File: src/rtl/line_fifo_ctrl_pkg.sv
// Shared scaler definitions for the line FIFO controller: FSM encoding,
// default widths and the jump-step decode used by the read pointer.
package line_fifo_ctrl_pkg;

    localparam int DEF_DATA_WIDTH    = 16;
    localparam int DEF_ADDRESS_WIDTH = 11;
    localparam int DEF_LINE_NUM      = 4;
    localparam int DEF_BUFFER_SIZE   = 3;

    typedef enum logic [1:0] {
        ST_IDLE  = 2'd0,
        ST_FILL  = 2'd1,
        ST_FULL  = 2'd2,
        ST_FLUSH = 2'd3
    } state_t;

    // Lines released by the calculation unit; jmp2 wins when both are set.
    function automatic logic [1:0] jump_step(input logic jmp1, input logic jmp2);
        if (jmp2) begin
            return 2'd2;
        end
        if (jmp1) begin
            return 2'd1;
        end
        return 2'd0;
    endfunction

endpackage

File: src/rtl/line_ptr_mod.sv
// Line-buffer pointer advance: ptr + inc (0, 1 or 2) modulo LINE_NUM.
// LINE_NUM is a power of two, so the modulo is a plain truncation.
module line_ptr_mod #(
    parameter int LINE_NUM = 4
) (
    input  logic [$clog2(LINE_NUM)-1:0] ptr_i,
    input  logic [1:0]                  inc_i,
    output logic [$clog2(LINE_NUM)-1:0] ptr_o
);

    localparam int LW = $clog2(LINE_NUM);

    logic [LW:0] sum;

    assign sum   = {1'b0, ptr_i} + (LW+1)'(inc_i);
    assign ptr_o = sum[LW-1:0];

endmodule

File: src/rtl/line_fifo_ctrl.sv
// Line FIFO controller: tracks which external line buffer is being written,
// which lines the calculation unit reads, and how many complete lines are held.
// Handshake: a pixel is accepted on a rising edge when inEn && inReady; inEn
// while inReady is low drops the pixel and sets the sticky ovfErr.
// ramAddrIn is the next column to write, so wrEn/wrData (one cycle after the
// accept) appear together with the already advanced column and line pointers.
module line_fifo_ctrl
    import line_fifo_ctrl_pkg::*;
#(
    parameter int DATA_WIDTH    = DEF_DATA_WIDTH,
    parameter int ADDRESS_WIDTH = DEF_ADDRESS_WIDTH,
    parameter int LINE_NUM      = DEF_LINE_NUM,
    parameter int BUFFER_SIZE   = DEF_BUFFER_SIZE
) (
    input  logic                        clk,
    input  logic                        rst,
    input  logic                        inVS,
    input  logic                        inEn,
    input  logic [DATA_WIDTH-1:0]       inData,
    input  logic [ADDRESS_WIDTH-1:0]    inXNum,
    input  logic                        jmp1,
    input  logic                        jmp2,
    input  logic                        calVS,
    output logic                        inReady,
    output logic                        wrEn,
    output logic [$clog2(LINE_NUM)-1:0] wrLine,
    output logic [ADDRESS_WIDTH-1:0]    ramAddrIn,
    output logic [DATA_WIDTH-1:0]       wrData,
    output logic [$clog2(LINE_NUM)-1:0] rdLine0,
    output logic [$clog2(LINE_NUM)-1:0] rdLine1,
    output logic [BUFFER_SIZE-1:0]      fifoNum,
    output logic                        ovfErr,
    output logic                        undErr,
    output state_t                      state_o
);

    localparam int LW = $clog2(LINE_NUM);

    state_t                   state_q, state_d;
    logic [ADDRESS_WIDTH-1:0] xnum_q, xnum_d;
    logic [ADDRESS_WIDTH-1:0] addr_q, addr_d;
    logic [LW-1:0]            wr_line_q, wr_line_d, wr_line_adv;
    logic [LW-1:0]            rd_line_q, rd_line_d, rd_line_adv;
    logic [BUFFER_SIZE-1:0]   fifo_q, fifo_d;
    logic                     wr_en_q, wr_en_d;
    logic [DATA_WIDTH-1:0]    wr_data_q, wr_data_d;
    logic                     ovf_q, ovf_d;
    logic                     und_q, und_d;
    logic                     flush_vs_q, flush_vs_d;

    logic       active;
    logic       flush_req;
    logic       accept;
    logic       complete;
    logic       under;
    logic [1:0] step;
    logic [1:0] eff;

    assign active    = (state_q == ST_FILL) || (state_q == ST_FULL);
    assign inReady   = (state_q == ST_FILL);
    assign flush_req = active && (inVS || calVS);
    assign accept    = inEn && inReady && !flush_req;
    assign complete  = accept && (addr_q == xnum_q - ADDRESS_WIDTH'(1));
    assign step      = (active && !flush_req) ? jump_step(jmp1, jmp2) : 2'd0;
    // A jump larger than the held count only releases what is actually held.
    assign under     = (BUFFER_SIZE'(step) > fifo_q);
    assign eff       = under ? fifo_q[1:0] : step;

    line_ptr_mod #(.LINE_NUM(LINE_NUM)) u_wr_ptr (
        .ptr_i (wr_line_q),
        .inc_i ({1'b0, complete}),
        .ptr_o (wr_line_adv)
    );

    line_ptr_mod #(.LINE_NUM(LINE_NUM)) u_rd_ptr (
        .ptr_i (rd_line_q),
        .inc_i (eff),
        .ptr_o (rd_line_adv)
    );

    line_ptr_mod #(.LINE_NUM(LINE_NUM)) u_rd_next (
        .ptr_i (rd_line_q),
        .inc_i (2'd1),
        .ptr_o (rdLine1)
    );

    // Next-state, pointer and flag logic for the IDLE/FILL/FULL/FLUSH machine.
    always_comb begin
        state_d    = state_q;
        xnum_d     = xnum_q;
        addr_d     = addr_q;
        wr_line_d  = wr_line_q;
        rd_line_d  = rd_line_q;
        fifo_d     = fifo_q;
        wr_en_d    = 1'b0;
        wr_data_d  = wr_data_q;
        ovf_d      = ovf_q || (inEn && !inReady);
        und_d      = und_q;
        flush_vs_d = flush_vs_q;
        case (state_q)
            ST_IDLE: begin
                if (inVS) begin
                    xnum_d  = inXNum;
                    state_d = ST_FILL;
                end
            end
            ST_FILL, ST_FULL: begin
                if (flush_req) begin
                    // Pointers clear on entry so the FLUSH cycle already shows zeros.
                    state_d    = ST_FLUSH;
                    flush_vs_d = inVS;
                    if (inVS) begin
                        xnum_d = inXNum;
                    end
                    addr_d    = '0;
                    wr_line_d = '0;
                    rd_line_d = '0;
                    fifo_d    = '0;
                end else begin
                    if (accept) begin
                        wr_en_d   = 1'b1;
                        wr_data_d = inData;
                        addr_d    = complete ? '0 : addr_q + ADDRESS_WIDTH'(1);
                    end
                    if (under) begin
                        und_d = 1'b1;
                    end
                    // Completion and release land in one update of the count.
                    fifo_d    = fifo_q - BUFFER_SIZE'(eff) + BUFFER_SIZE'(complete);
                    wr_line_d = wr_line_adv;
                    rd_line_d = rd_line_adv;
                    if (complete && (fifo_d == BUFFER_SIZE'(LINE_NUM - 1))) begin
                        state_d = ST_FULL;
                    end else if ((state_q == ST_FULL) && (eff != 2'd0)) begin
                        state_d = ST_FILL;
                    end
                end
            end
            default: begin
                state_d    = flush_vs_q ? ST_FILL : ST_IDLE;
                flush_vs_d = 1'b0;
            end
        endcase
    end

    // State and datapath registers, cleared asynchronously by rst.
    always_ff @(posedge clk or posedge rst) begin
        if (rst) begin
            state_q    <= ST_IDLE;
            xnum_q     <= '0;
            addr_q     <= '0;
            wr_line_q  <= '0;
            rd_line_q  <= '0;
            fifo_q     <= '0;
            wr_en_q    <= 1'b0;
            wr_data_q  <= '0;
            ovf_q      <= 1'b0;
            und_q      <= 1'b0;
            flush_vs_q <= 1'b0;
        end else begin
            state_q    <= state_d;
            xnum_q     <= xnum_d;
            addr_q     <= addr_d;
            wr_line_q  <= wr_line_d;
            rd_line_q  <= rd_line_d;
            fifo_q     <= fifo_d;
            wr_en_q    <= wr_en_d;
            wr_data_q  <= wr_data_d;
            ovf_q      <= ovf_d;
            und_q      <= und_d;
            flush_vs_q <= flush_vs_d;
        end
    end

    assign wrEn      = wr_en_q;
    assign wrData    = wr_data_q;
    assign ramAddrIn = addr_q;
    assign wrLine    = wr_line_q;
    assign rdLine0   = rd_line_q;
    assign fifoNum   = fifo_q;
    assign ovfErr    = ovf_q;
    assign undErr    = und_q;
    assign state_o   = state_q;

endmodule
File: config.mk
export PLATFORM = sky130hd
export DESIGN_NAME = line_fifo_ctrl
export DESIGN_NICKNAME = d
export VERILOG_FILES = /design/src/rtl/line_fifo_ctrl_pkg.sv /design/src/rtl/line_ptr_mod.sv /design/src/rtl/line_fifo_ctrl.sv
export SDC_FILE = /design/constraint.sdc
export NUM_CORES = 1
export LEC_CHECK = 0
export BUFFER_PORTS_ARGS = -buffer_cell sky130_fd_sc_hd__buf_2
export CAP_MARGIN = 5
export CORE_MARGIN = 2
export CORE_UTILIZATION = 55
export CTS_BUF_LIST = sky130_fd_sc_hd__clkbuf_4 sky130_fd_sc_hd__clkbuf_8 sky130_fd_sc_hd__clkbuf_16
export DETAILED_ROUTE_END_ITERATION = 12
export HOLD_SLACK_MARGIN = 0.08
export PLACE_DENSITY_LB_ADDON = 0.25
export SLEW_MARGIN = 15
export SYNTH_ARGS = -nofsm -noshare
export SYNTH_HDL_FRONTEND = slang
export SYNTH_SLANG_ARGS = --single-unit
File: constraint.sdc
create_clock -name clk -period 7.22 [get_ports clk]
set_clock_uncertainty 0.1 [all_clocks]
set_input_delay 1.444 -clock clk [delete_from_list [all_inputs] [get_ports clk]]
set_output_delay 1.444 -clock clk [all_outputs]
set_load 0.005 [all_outputs]
Yosys cells after proc, flatten, opt, wreduce, memory -nomap -nowiden

Cells that the tools add are included.

Register bits: 51
Bits in latches: 0
Memory bits (writable): 0
Bits in read-only memories: 0
Bits of input ports: 34
Output and inout bits: 42
Logic and storage cells: 81
Memories kept: 0

Add/subtract/negate cells: 7
Multiply operators: 0
Div/mod/pow operators: 0
Order comparisons: 1
Equal/unequal tests: 7
Shifts and indexed selects: 0
Muxes and demuxes: 29
Bitwise operators: 2
Reductions and logical operators: 24

Operators with widths:

| kind                  | number |
|---|---|
| $mux 11               | 5 |
| $mux 2                | 12 |
| $pmux 11 s2           | 1 |
| $add 11x1->11 const B | 1 |
| $eq 11x11->1          | 1 |
| $sub 11x1->11 const B | 1 |
| $logic_and 1x1->1     | 8 |
| $mux 1                | 8 |
| $reduce_and 2->1      | 4 |
| $reduce_and 3->1      | 2 |
| $reduce_bool 2->1     | 3 |
| $ne 2x2->1 const B    | 2 |
| $ne 4x4->1 const B    | 1 |
| $pmux 2 s2            | 1 |
| $add 3x1->3           | 1 |
| $eq 3x2->1 const B    | 1 |
| $gt 2x3->1            | 1 |
| $logic_or 1x1->1      | 3 |
| $mux 3                | 1 |
| $sub 3x2->3           | 1 |
| $add 2x1->2           | 1 |
| $add 2x1->2 const B   | 1 |
| $add 2x2->2           | 1 |
| $eq 2x1->1 const B    | 1 |
| other kinds (6)       | 8 |

Logic depth before layout (Yosys ltp)

Depth in word-level cells: 15
Gate-level depth with buffers: 19
Mapped depth without buffers: 19

Cells and area by module

Synthesis repeated with hierarchy kept, for this count alone.

Cell total of the unflattened synthesis: 320
Area, all modules: 3015.4 um^2

By module, submodules not included:

| module         | instances | cells each | area each (um^2) | seq. area each (um^2) |
|---|---|---|---|---|
| line_fifo_ctrl | 1         | 314        | 2906.5           | 1276.2 |
| line_ptr_mod   | 3         | 2          | 36.3             | 0.0 |

Worst setup path before layout

OpenSTA, ideal clock, no wires.

Kind: input port to flip-flop
Start point: in calVS
End point: reg state_q[0], in the netlist state_o[0]
Library setup time: 0.069 ns
Arrival: 4.886 ns
Data required time: 7.051 ns
Path slack: 2.165 ns
Stages: 17
Buffers on the path: 0
Cell sequence: nor3b_1 and2_1 ha_1 nor2b_1 o21ai_1 mux2i_1 ha_1 inv_1 ha_1 inv_1 fa_1 xnor2_1 xnor2_1 nor4b_2 nand4_1 or3_1 nand3_1

Cells in the longest elaborated chain, start to end: 14

Ends and longest elaborated chain:

| what                 | RTL line                                   | RTL |
|---|---|---|
| from (decl)          | line_fifo_ctrl.sv:23                       | `input logic calVS,` |
| $logic_or 1x1->1 *   | line_fifo_ctrl.sv:61                       | `assign flush_req = active && (inVS \|\| calVS);` |
| $logic_and 1x1->1 *  | line_fifo_ctrl.sv:61                       |  |
| $logic_not 1->1      | line_fifo_ctrl.sv:62, line_fifo_ctrl.sv:64 |  |
| $logic_and 1x1->1    | line_fifo_ctrl.sv:64                       | `assign step = (active && !flush_req) ? jump_step(jmp1, jmp2) : 2'd0;` |
| $mux 2               | line_fifo_ctrl.sv:64                       |  |
| $gt 2x3->1           | line_fifo_ctrl.sv:66                       | `assign under = (BUFFER_SIZE'(step) > fifo_q);` |
| $mux 2               | line_fifo_ctrl.sv:67                       | `assign eff = under ? fifo_q[1:0] : step;` |
| $sub 3x2->3          | line_fifo_ctrl.sv:129                      | `fifo_d = fifo_q - BUFFER_SIZE'(eff) + BUFFER_SIZE'(complete);` |
| $add 3x1->3          | line_fifo_ctrl.sv:129                      |  |
| $eq 3x2->1           | line_fifo_ctrl.sv:132                      | `if (complete && (fifo_d == BUFFER_SIZE'(LINE_NUM - 1))) begin` |
| $logic_and 1x1->1    | line_fifo_ctrl.sv:132                      |  |
| $mux 2               | line_fifo_ctrl.sv:132                      |  |
| $mux 2               | line_fifo_ctrl.sv:108                      | `if (flush_req) begin` |
| $pmux 2 s2           | line_fifo_ctrl.sv:100                      | `case (state_q)` |
| to (signal assigned) | line_fifo_ctrl.sv:161                      | `state_q <= state_d;` |
| to (decl)            | line_fifo_ctrl.sv:39                       | `state_t state_q, state_d;` |

Every way passes the cells marked *; elsewhere a longest branch is shown, timed or not.
A chain may end at the register's enable or synchronous reset.

Worst setup path in the final report

Start point: reg state_q[0], in the netlist state_o[0]
End point: reg state_q[0], in the netlist state_o[0]

Cells in the longest elaborated chain, start to end: 15

Ends and longest elaborated chain:

| what                                            | RTL line                                   | RTL |
|---|---|---|
| $eq 2x1->1 / $eq 2x2->1 (equally long branches) | line_fifo_ctrl.sv:59                       | `assign active = (state_q == ST_FILL) \|\| (state_q == ST_FULL);` |
| $logic_or 1x1->1 *                              | line_fifo_ctrl.sv:59                       |  |
| net active                                      | line_fifo_ctrl.sv:51                       | `logic active;` |
| $logic_and 1x1->1                               | line_fifo_ctrl.sv:61                       |  |
| $logic_not 1->1                                 | line_fifo_ctrl.sv:62, line_fifo_ctrl.sv:64 |  |
| $logic_and 1x1->1                               | line_fifo_ctrl.sv:64                       |  |
| $mux 2                                          | line_fifo_ctrl.sv:64                       |  |
| $gt 2x3->1                                      | line_fifo_ctrl.sv:66                       |  |
| $mux 2                                          | line_fifo_ctrl.sv:67                       |  |
| $sub 3x2->3                                     | line_fifo_ctrl.sv:129                      |  |
| $add 3x1->3                                     | line_fifo_ctrl.sv:129                      |  |
| $eq 3x2->1                                      | line_fifo_ctrl.sv:132                      |  |
| $logic_and 1x1->1                               | line_fifo_ctrl.sv:132                      |  |
| $mux 2                                          | line_fifo_ctrl.sv:132                      |  |
| $mux 2                                          | line_fifo_ctrl.sv:108                      |  |
| $pmux 2 s2                                      | line_fifo_ctrl.sv:100                      |  |

Mark *: on every way through the listed nets, which the timed path passes. The rest lies on a longest branch.

==> results.py <==
metrics = {
    "global_routing": {
        "grt_antenna_before_repair": 0,
        "grt_pass1_vias": 2282,
        "grt_pass1_wl_mm": 10.68,
        "grt_overflow": 0,
        "grt_max_degree": 52,
        "track_usage_pct": 21.93,
    },
    "floorplanning": {
        "core_area_mm2": 0.005172,
        "num_io_pins": 76,
        "row_count": 26,
        "dieArea_mm2": 0.006002,
        "die_x_um": 77.48,
        "die_y_um": 77.48,
        "initial_core_util_pct": 57.40,
    },
    "hold_path": {
        "min_from": "ovfErr",
        "hold_class": "reg2reg",
    },
    "routing": {
        "routed_wl_mm": 6.322,
        "drc": 0,
        "vias_per_cell": 5.602,
        "drt-pass1-iter-count": 5,
        "drtIter0Drc": 89,
        "wl_per_cell_um": 14.47,
        "antenna_left": 0,
        "vias": 2448,
    },
    "clocking": {
        "cts.htree.levels": 2,
        "post_cts_resized": 0,
        "post-cts-setup-buffers": 0,
        "numCtsBuffers": 5,
        "path_clk_slew_ps": 90,
        "clock_latency_ps": 300,
        "cts_tree": "yes",
        "cts_hold_buf": 0,
        "clock_path_buffers": 2,
        "numClockSinks": 51,
        "root_buffer": "clkbuf_8",
    },
    "setup_path": {
        "r2r_start": "state_o[0]",
        "critPathCapture": "state_o[0]",
        "critical_path.slowest_cell": "ha_1",
        "cp_top_family": "simple AND/OR/NAND/NOR gates",
        "crit_top_cell": "ha_1",
        "crit_buf_inv": 3,
        "crit_chain": "inv_1 -> ha_1 -> nor3b_1 -> and2_1 -> ha_1 -> nor2b_1 -> o21ai_1 -> mux2i_1 -> ha_1 -> inv_1 -> ha_1 -> inv_1 -> fa_1 -> xnor2_1 -> xnor2_1 -> nor4b_2 -> nand4_1 -> or3_1 -> nand3_1",
        "crit_path_max_fanout": 21,
        "reg2regPathDepth": 19,
        "r2r_slack_ps": 1820,
        "startpoint": "state_o[0]",
        "crit_path_end_kind": "flop",
        "reg2reg_to": "state_o[0]",
        "start_kind": "flop",
        "cp.depth": 19,
        "worstPathArrival_ps": 5540,
        "crit_type": "reg2reg",
        "critPathMaxStageDelay_ps": 690,
        "cp_data_required_time_ps": 7360,
    },
    "sta": {
        "period_share_pct": 74.76,
        "setup_tns_ps": 0,
        "maxSlewHeadroom_pct": 33.45,
        "max_freq_mhz": 185.3,
        "tightestPinTransition_ps": 996.2,
        "finalHoldViolations": 0,
        "layout_setup_ws_ps": 1822,
        "finalMaxSlewViolations": 0,
        "layout_min_cycle_time_ps": 5398,
        "finalSetupViolCount": 0,
        "rsz0062_at_grt": "no",
    },
    "logic_synthesis": {
        "ys_ff_latch": 51,
        "yosysMostFrequentCell": "dfrtp_1",
        "mappedNetlistArea_mm2": 0.002969,
        "synthTopCellsByArea": "dfrtp_1 (43%), mux2_2 (9.9%), ha_1 (5.5%)",
        "yosysWarnings": 0,
        "ys.flop_type": "dfrtp_1",
        "synthCells": 294,
        "synth_area_per_cell_um2": 10.10,
        "synth-edff-count": 0,
        "ys_top_cells_by_count": "dfrtp_1 (51), nand2_1 (36), mux2_2 (26)",
        "synth_cell_types": 52,
        "seq_area_frac_synth_pct": 42.98,
        "ys_async_sr_fraction_pct": 100.0,
        "synth_top_area_share_pct": 42.98,
        "syn_nets": 342,
        "synth_top_area_cell": "dfrtp_1",
    },
    "placement": {
        "dp_hpwl_mm": 4.689,
        "dp_worst_setup_slack_ps": 1569,
        "port_buffers": 75,
        "placed_area_mm2": 0.003392,
        "place_inst": 429,
        "gp_congestion": 0.8933,
    },
    "layout": {
        "num_antenna_cells": 0,
        "drive_above_1_share_pct": 33.24,
        "finalNonFillerCells": 437,
        "fin_nets": 414,
        "area_growth_pct": 17.36,
        "design_area_mm2": 0.003485,
        "nFillCells": 419,
    },
    "flow_run": {
        "maxCapViolCount": 0,
    },
    "power": {
        "p_leak_nw": 1.671,
        "peakVddDrop_v": 0.0001725,
        "p_per_area_mw_per_mm2": 338.8,
    },
    "run_status": {
        "status": "finished, final reports clean",
    },
}
==> final cells by class <==
type                       count  area, um^2  share of cell area (%)
multi-input combinational    214        1578                   45.28
sequential                    51        1276                   36.62
tap                           70       87.58                   2.513
timing repair buffer          76       382.9                   10.99
inverter                      18       68.82                   1.975
clock buffer                   5       68.82                   1.975
clock inverter                 3       22.52                  0.6463
==> metrics by stage <==
step	utilization, %	hold slack, ps	power [W]
finish	67.37	358.4	0.001181
global route	67.37	371.2	0.001280
CTS	67.34	365.1	0.001190
detailed placement	65.58	343.6	0.001016
global placement	65.58	336.5	0.0009976
floorplan	-	351.0	0.0008618
==> metal layers <==
metal	share of wire, %	GRT usage (%)	vias to the layer above
li1	-	-	1189
met1	44	28.59	1186
met2	51	37.39	63
met3	3.9	3.488	10
met4	1.6	7.143	0
met5	0	0	-
==> registers in the layout, summed over array words and instances (netlist names) <==
register and flops:
wrEn 1, state_o 2, ovfErr 1, rdLine0 2, wrData 16, undErr 1
fifoNum 3, flush_vs_q 1, ramAddrIn 11, xnum_q 11, wrLine 2
==> worst reg2reg max path, delay by kind of cell (launching register included) <==
family | cells | cell delay (ps)
AND/OR/NAND/NOR | 7 | 1790
XOR/XNOR | 2 | 420
AO/OA/AOI/OAI | 1 | 340
multiplexers | 1 | 330
adder cells (fa/ha/maj) | 5 | 1720
buffers and inverters | 3 | 210
flip-flops | 1 | 440
==> worst min-delay path by stage <==
| stage | to | slack, ps | cells after the start |
|---|---|---|---|
| 4_1_cts | ovfErr | 370 | 1 |
| 5_1_grt | ovfErr | 370 | 1 |
| 3_5_place_dp | ovfErr | 340 | 1 |
| 2_1_floorplan | ovfErr | 350 | 1 |
| 6_report | ovfErr | 360 | 1 |
| 3_3_place_gp | ovfErr | 340 | 1 |
==> where the power goes <==
group / internal (W) / total, W / switching [W] / leakage, nW
clock network: 0.0000703 / 0.000170 / 0.0000999 / 0.0489
registers: 0.000376 / 0.000468 / 0.0000925 / 0.655
logic: 0.000256 / 0.000542 / 0.000286 / 0.967
==> cells by family (layout without fill, tap and decap cells) <==
family,count (synthesis),count (layout),share of synthesized area [%]
buf+inv,29,102,3.961
fa+ha+maj,14,14,6.153
mux,32,32,11.88
compound gates,48,48,11.38
flops,51,51,42.98
xor+xnor,18,18,5.310
simple gates,102,102,18.33
==> cell usage in the layout, fill, tap and decap left out, types with 6 or more instances in the layout <==
cell     instances
ha_1            13
dfrtp_1         51
mux2i_1          6
o21ai_0         16
xnor2_1         11
nand2_1         36
buf_2           75
xor2_1           7
nand3_1         11
mux2_2          26
inv_1           17
nor2_1          11
(Power assumes the default switching activity.)
